===== src/rtl/plic_gateway.sv =====
// plic_gateway: per-source interrupt gateway in front of the PLIC core.
// Synchronises raw interrupt lines, turns level or rising-edge events into a
// single pending request per source, and holds the source off until the
// core's claim/complete handshake retires that request. Edge sources queue
// further events in a saturating counter while a request is outstanding.
//
// Ports:
//   clk            clock
//   rst            asynchronous active-low reset
//   source         raw asynchronous interrupt lines, bit i = source i
//   edge_mode      per source: 1 = rising-edge, 0 = level-high triggered
//   claim_valid    core claims source claim_id this cycle
//   claim_id       claimed source ID
//   complete_valid core completes source complete_id this cycle
//   complete_id    completed source ID
//   pending        request to core, bit i high while source i is pending
//   active         bit i high while source i is claimed and not completed
//   overflow       one-cycle pulse when an edge is dropped on a full counter
// Source 0 is reserved and has no gateway logic.

module plic_gateway #(
    parameter int unsigned NUM_SOURCES = 128,
    parameter int unsigned SYNC_STAGES = 2,
    parameter int unsigned CNT_WIDTH   = 4,
    parameter int unsigned IDW         = $clog2(NUM_SOURCES)
) (
    input  logic                   clk,
    input  logic                   rst,
    input  logic [NUM_SOURCES-1:0] source,
    input  logic [NUM_SOURCES-1:0] edge_mode,
    input  logic                   claim_valid,
    input  logic [IDW-1:0]         claim_id,
    input  logic                   complete_valid,
    input  logic [IDW-1:0]         complete_id,
    output logic [NUM_SOURCES-1:0] pending,
    output logic [NUM_SOURCES-1:0] active,
    output logic [NUM_SOURCES-1:0] overflow
);

    // One-hot-ish encoding so pending/active come straight off state flops.
    typedef enum logic [1:0] {
        ST_IDLE   = 2'b00,
        ST_PEND   = 2'b01,
        ST_ACTIVE = 2'b10
    } state_e;

    localparam logic [CNT_WIDTH-1:0] CNT_MAX = '1;

    // Reserved source 0: outputs tied low, inputs intentionally unused.
    logic unused_src0;
    assign unused_src0 = source[0] ^ edge_mode[0];
    assign pending[0]  = 1'b0;
    assign active[0]   = 1'b0;
    assign overflow[0] = 1'b0;

    for (genvar i = 1; i < NUM_SOURCES; i++) begin : g_src
        logic [SYNC_STAGES-1:0] sync_q;
        logic                   s;
        logic                   s_d_q;
        logic                   rise;
        logic                   trig;
        logic                   consume;
        logic                   claim_hit;
        logic                   complete_hit;
        state_e                 state_q;
        state_e                 state_d;
        logic [CNT_WIDTH-1:0]   cnt_q;
        logic [CNT_WIDTH-1:0]   cnt_d;
        logic                   ovf_q;
        logic                   ovf_d;

        // Input synchroniser plus one delay flop for rising-edge detection.
        always_ff @(posedge clk or negedge rst) begin
            if (!rst) begin
                sync_q <= '0;
                s_d_q  <= 1'b0;
            end else begin
                sync_q <= {sync_q[SYNC_STAGES-2:0], source[i]};
                s_d_q  <= s;
            end
        end

        assign s    = sync_q[SYNC_STAGES-1];
        assign rise = s & ~s_d_q;

        // IDs 0 and out-of-range IDs never match any built source.
        assign claim_hit    = claim_valid    && (claim_id    == IDW'(i));
        assign complete_hit = complete_valid && (complete_id == IDW'(i));

        assign trig    = edge_mode[i] ? (rise | (cnt_q != '0)) : s;
        assign consume = (state_q == ST_IDLE) && trig;

        // Next-state, edge counter and overflow decode.
        always_comb begin
            state_d = state_q;
            cnt_d   = cnt_q;
            ovf_d   = 1'b0;

            case (state_q)
                ST_IDLE: begin
                    if (trig) state_d = ST_PEND;
                end
                ST_PEND: begin
                    // A same-cycle complete for this ID is ignored here.
                    if (claim_hit) state_d = ST_ACTIVE;
                end
                ST_ACTIVE: begin
                    if (complete_hit) state_d = ST_IDLE;
                end
                default: state_d = ST_IDLE;
            endcase

            if (!edge_mode[i]) begin
                cnt_d = '0;
            end else if (consume) begin
                // A queued event is used up; a simultaneous rise replaces it.
                if ((cnt_q != '0) && !rise) cnt_d = cnt_q - CNT_WIDTH'(1);
            end else if (rise) begin
                if (cnt_q == CNT_MAX) ovf_d = 1'b1;
                else                  cnt_d = cnt_q + CNT_WIDTH'(1);
            end
        end

        // Gateway state, counter and overflow registers.
        always_ff @(posedge clk or negedge rst) begin
            if (!rst) begin
                state_q <= ST_IDLE;
                cnt_q   <= '0;
                ovf_q   <= 1'b0;
            end else begin
                state_q <= state_d;
                cnt_q   <= cnt_d;
                ovf_q   <= ovf_d;
            end
        end

        assign pending[i]  = state_q[0];
        assign active[i]   = state_q[1];
        assign overflow[i] = ovf_q;
    end

endmodule


===== config.mk =====
export PLATFORM = sky130hd
export DESIGN_NAME = plic_gateway
export DESIGN_NICKNAME = d
export VERILOG_FILES = /design/src/rtl/plic_gateway.sv
export SDC_FILE = /design/constraint.sdc
export NUM_CORES = 2
export LEC_CHECK = 0
export ABC_AREA = 1
export BUFFER_PORTS_ARGS = -buffer_cell sky130_fd_sc_hd__buf_2
export CAP_MARGIN = 10
export CORE_MARGIN = 2
export CORE_UTILIZATION = 40
export CTS_CLUSTER_DIAMETER = 60
export DETAILED_ROUTE_END_ITERATION = 10
export GPL_TIMING_DRIVEN = 1
export MAX_ROUTING_LAYER = met4
export REMOVE_ABC_BUFFERS = 1
export SLEW_MARGIN = 15
export SYNTH_ARGS = -nofsm -noshare
export SYNTH_HDL_FRONTEND = slang
export SYNTH_SLANG_ARGS = --single-unit

===== constraint.sdc =====
create_clock -name clk -period 3 [get_ports clk]
set_input_delay 0.15 -clock clk [delete_from_list [all_inputs] [get_ports clk]]
set_output_delay 0.15 -clock clk [all_outputs]
set_load 0.05 [all_outputs]

* Yosys cells after proc, flatten, opt, wreduce, memory -nomap -nowiden
Index checks and enable logic that the tools add are counted.
Storage, ports and cells: bits in writable memories 0, input port bits 274, memories kept 0, output and inout bits 384, flip-flop bits (word level) 1270, logic and storage cells 5588, bits in read-only memories 0, latch bits 0
Cells by class: mux-type cells 1778, magnitude comparators 0, $mul 0, divide/modulo/power cells 0, add/subtract/negate cells 254, reduce and logical (&&, ||, !) cells 1143, shifts and indexed selects 0, equality and inequality tests 1397, bitwise logic cells 381
Operators with widths (number):
- 2-to-1 mux 4 bit | 635
- == test 7 bit (second input constant) | 128
- 2-to-1 mux 2 bit | 381
- inequality test 2 bit (second input constant) | 381
- one-hot mux 2 bit (3 select lines) | 127
- AND reduction 3 bit | 254
- 2-to-1 mux 1 bit | 635
- adder 4 x 1 -> 4 bit (second input constant) | 127
- == test 4 bit (second input constant) | 127
- logical AND 1 bit | 508
- nonzero test 4 bit | 127
- subtractor 4 x 1 -> 4 bit (second input constant) | 127
- == test 7 x 6 -> 1 bit (second input constant) | 64
- inequality test 3 x 1 -> 1 bit (second input constant) | 127
- inequality test 3 x 2 -> 1 bit (second input constant) | 127
- inequality test 3 bit (second input constant) | 127
- == test 2 x 1 -> 1 bit (second input constant) | 127
- == test 2 bit (second input constant) | 127
- zero test 2 bit | 127
- == test 7 x 5 -> 1 bit (second input constant) | 32
- AND 1 bit | 127
- zero test 1 bit | 127
- NOT 1 bit | 127
- bitwise OR 1 bit | 127
- other kinds (4) | 30

* Logic depth before layout (Yosys ltp)
word-level depth 7, depth in mapped cells 14, gate-level depth less buffers 14

* Worst setup path before layout
No wires, ideal clock.
path type register -> register, from register g_src[85].state_q[1], to register g_src[85].cnt_q[3], period minus slack after synthesis 1.918 ns, setup slack 1.082 ns, stages on the path, launching flop included 12, library setup time 0.117 ns, arrival time 1.800 ns, cell sequence dfrtp_1 -> or2_4 -> nor2_4 -> nand2_2 -> inv_1 -> ha_1 -> nand4_1 -> nand2_1 -> inv_1 -> nand3b_1 -> nand3_1 -> nand2_1
On the way: longest elaborated chain between the ends 4
Ends and longest elaborated chain:
- start: declaration | line 65 | state_e state_q;
- start signal: assignment | line 131 | state_q <= state_d;
- zero test 2 bit * | line 91 | assign consume = (state_q == ST_IDLE) && trig;
- logical AND 1 bit * | line 91
- inequality test 3 x 2 -> 1 bit (no line), or another cell as far along
- AND reduction 3 bit (no line) / 2-to-1 mux 4 bit (equally long branches)
- end signal: assignment | line 132 | cnt_q <= cnt_d;
- end: declaration | line 67 | logic [CNT_WIDTH-1:0] cnt_q;
Every way passes the cells marked *; elsewhere a longest branch is shown, timed or not. A chain may end at the register's enable or synchronous reset.

* Final worst setup path
from input claim_id[3], to register g_src[59].state_q[0]
On the way: longest elaborated chain between the ends 4
Ends and longest elaborated chain:
- start: declaration | line 32 | input logic [IDW-1:0] claim_id,
- == test 7 x 6 -> 1 bit | line 87 | assign claim_hit = claim_valid && (claim_id == IDW'(i));
- logical AND 1 bit | line 87
- inequality test 2 bit (no line)
- AND reduction 3 bit (no line)
- end signal: assignment | line 131
- end: declaration | line 65
Every way passes these cells.

==> summary.md <==
| Metric | Value |
|---|---|
| Crit-path max FO | `5` |
| Maximum clock insertion buffer count | `3` |
| Routed WL | `213,300 um` |
| Critical Path Source Type | `primary input` |
| Worst path bufs/invs | `6` |
| Clk root buf | `clkbuf_16` |
| WHS Endpoint | `g_src[35].sync_q[0]$_DFF_PN0_` |
| Hold Path Class | `primary input to flip-flop` |
| Row cnt | `156` |
| Post-route ant nets | `0` |
| Slowest-stage cell, CP | `dlygate4sd3_1` |
| DP Worst Slack | `0.8358 ns` |
| CP top delay family | `buffers and inverters` |
| Fmax | `375.6 MHz` |
| Core Box Area | `180,200 sq um` |
| Setup Fix Bufs, Post-CTS | `0` |
| First-pass GRT wire length | `333,900 um` |
| Most common cell on crit path | `dlygate4sd3_1` |
| Vias per Instance | `4.906` |
| Die area | `184,300 sq um` |
| Synthesized instance count | `9,475` |
| Post-Syn Area | `72,360 sq um` |
| Layout area overhead | `21.37%` |
| I/O Pins | `658` |
| Unique masters post-synth | `47` |
| Max-slew headroom | `27.76%` |
| Die Ht | `429.3 um` |
| FF-to-FF Start | `g_src[105].cnt_q[0]$_DFFE_PN0P_` |
| Wirelength per Cell | `16.25 um` |
| Hold Crit Depth | `2` |
| Max stage delay on crit path | `0.62 ns` |
| Gr usage total | `23.59%` |
| Fin worst setup slack | `0.3375 ns` |
| DRT iter0 DRCs | `4,127` |
| Die width | `429.3 um` |
| Post-cts resize count | `0` |
| Period utilization | `88.75%` |
| GPL Wtd Cong | `0.9341` |
| Worst setup path category | `primary input to flip-flop` |
| Total grt overflow | `0` |
| Worst skew pair latency | `0.82 ns` |
| Lkg Pwr | `47.78 nW` |
| R2r endpoint | `g_src[105].cnt_q[3]$_DFFE_PN0P_` |
| Initial Utilization | `40.17%` |
| Initial antenna violation count | `41` |
| CP required | `3.68 ns` |
| CTS tree | `done` |
| Crit path DAT | `3.34 ns` |
| Power Density | `907.4 nW/um^2` |
| Syn Area/Cell | `7.637 sq um` |
| CP cell instances | `dlygate4sd3_1, buf_2, inv_1, nor2_1, inv_1, nor2_2, nand2_1, o31ai_1, dlygate4sd3_1, nand2_1, dlygate4sd3_1` |
| Worst Max-Slew Pin Slew | `1.081 ns` |
| Worst Reg-to-Reg Cells | `14` |
| Fin Clk Skew | `0.03487 ns` |
| Setup TNS | `0 ns` |
| Port Buffers | `652` |
| # setup viols final | `0` |
| Fraction of layout cells with a size suffix above 1 | `16.05%` |
| Clock Pin Slew Worst Setup and Hold Paths | `0.06 ns` |
| Largest net degree at the start of global routing | `84` |
| DP Wirelength | `158,700 um` |
| Residual DRC count | `0` |
| Max-slew violations | `0` |
| Final nets | `11,127` |
| Outcome | `completed` |
| Via count | `64,406` |
| Post-layout minimum cycle time | `2.663 ns` |
| Peak supply drop | `0.0006652 V` |
| Setup slack, reg-to-reg | `0.99 ns` |
| Max-cap violations | `0` |
| Final hold violation count | `0` |
| Clock tree sinks | `1,270` |
| # H-tree levels | `4` |
| Register area share after synthesis | `43.92%` |
| Hold Path Origin | `source[35]` |
| RSZ-0062 raised after global routing | `false` |
| Hold_buf cts | `377` |
| Synthesized flop and latch total | `1,270` |
| 1st-pass router iterations | `6` |
| YS warnings | `0` |
| Filler cells | `17,304` |
| Num CTS Buffers | `164` |
| Number of global-route vias before repair | `62,085` |
| Worst Setup End Kind | `flip-flop` |
## worst max path at each step
stage,cells past startpoint,slack [ns],end,startpoint
detailed placement,7,0.84,g_src[67].state_q[1]$_DFFE_PN0P_,complete_id[3]
global route,11,0.29,g_src[59].state_q[0]$_DFFE_PN0P_,claim_id[3]
CTS,11,0.46,g_src[59].state_q[0]$_DFFE_PN0P_,claim_id[3]
global placement,7,0.86,g_src[51].state_q[1]$_DFFE_PN0P_,complete_id[3]
finish,11,0.34,g_src[59].state_q[0]$_DFFE_PN0P_,claim_id[3]
floorplan,11,1.08,g_src[85].cnt_q[3]$_DFFE_PN0P_,g_src[85].state_q[1]$_DFFE_PN0P_
## metrics by stage
stage	total power [mW]	instance area [sq um]	utilization [%]	std cells	hold WS [ns]
floorplan	50.50	71290	-	9331	-0.1456
global placement	57.80	78320	43.47	12426	0.2264
detailed placement	58.79	78320	43.47	12426	0.2301
CTS	80.28	87760	48.71	13100	0.001079
global route	86.25	87820	48.74	13123	0.005876
finish	79.69	87830	48.75	13127	0.04283
## power breakdown
part / internal, mW / total, mW / leakage, nW / switching (mW)
logic: 11.1 / 34.5 / 29.1 / 23.4
clock network: 12.5 / 20.5 / 2.77 / 8.01
registers: 21.2 / 24.6 / 15.9 / 3.41
## layout by cell type, fill, tap and decap left out, types with 30 or more instances in the layout
cell / count
nand2_1: 2662
inv_1: 1723
dfrtp_1: 1270
nor2_1: 757
buf_2: 651
nand3_1: 423
dlygate4sd3_1: 376
nand4_1: 326
o21ai_0: 268
ha_1: 254
clkbuf_16: 168
nand3b_1: 155
nor2_2: 147
o211ai_1: 124
a21oi_1: 120
nand3_2: 119
nor4_1: 113
xor2_1: 113
inv_2: 110
or2_2: 109
nand2_2: 103
o21ai_2: 81
o21ai_1: 64
buf_4: 56
a21boi_0: 54
o31ai_1: 44
a21boi_1: 41
nor3_1: 34
clkbuf_1: 30
## cells by family after synthesis
family | count (synthesis) | synth area share [%]
AOI/OAI and AO/OA | 832 | 7.229
other | 1 | 0.005182
DFF | 1270 | 43.92
muxes | 4 | 0.05533
and+or+nand+nor | 4999 | 31.75
adders and majority gates | 254 | 4.392
xor gates and xnor gates | 136 | 1.646
buffers and inverters | 1979 | 11.00
## cells in the mapped netlist (all sizes together)
cell type / number / area [sq um]
nand2: 2768 / 10660
inv: 1833 / 6880
dfrtp: 1270 / 31780
nor2: 928 / 4014
nand3: 542 / 3308
o21ai: 413 / 2371
nand4: 326 / 2039
ha: 254 / 3178
nand3b: 157 / 1186
buf: 139 / 1056
a21oi: 133 / 714.4
o211ai: 124 / 930.9
or2: 122 / 783.3
nor4: 113 / 706.9
xor2: 113 / 989.7
a21boi: 96 / 724.5
o31ai: 44 / 330.3
nor3: 43 / 279.0
xnor2: 23 / 201.4
o21bai: 9 / 67.56
clkbuf: 7 / 26.28
o22ai: 7 / 43.79
mux2i: 4 / 40.04
o311ai: 2 / 17.52
a21o: 1 / 7.510
a31oi: 1 / 6.260
conb: 1 / 3.750
o2bb2ai: 1 / 8.760
o41ai: 1 / 8.760
## state kept, by name, summed over array words and instances, names as in the netlist
name / flops
g_src.cnt_q: 508
g_src.state_q: 254
g_src.sync_q: 254
g_src.ovf_q: 127
g_src.s_d_q: 127
## per-layer routing
layer | up-vias | routed length (um) | global-route usage (%)
li1 | 32078 | - | -
met1 | 30441 | 88670 | 27.42
met2 | 1361 | 101000 | 38.67
met3 | 526 | 9020 | 3.655
met4 | 0 | 14580 | 13.89
met5 | - | 0 | -
## cell type report
type / count / area [sq um] / share of cell area, %
repair buffers: 1102 / 7823 / 8.907
diodes: 27 / 67.56 / 0.07693
clock buffers: 225 / 4688 / 5.338
clock inverters: 72 / 965.9 / 1.100
flip-flops and latches: 1270 / 31780 / 36.19
multi-input cells: 6228 / 32660 / 37.18
inverters: 1833 / 6880 / 7.834
well taps: 2370 / 2965 / 3.376
Power figures use the tool's default switching activity.
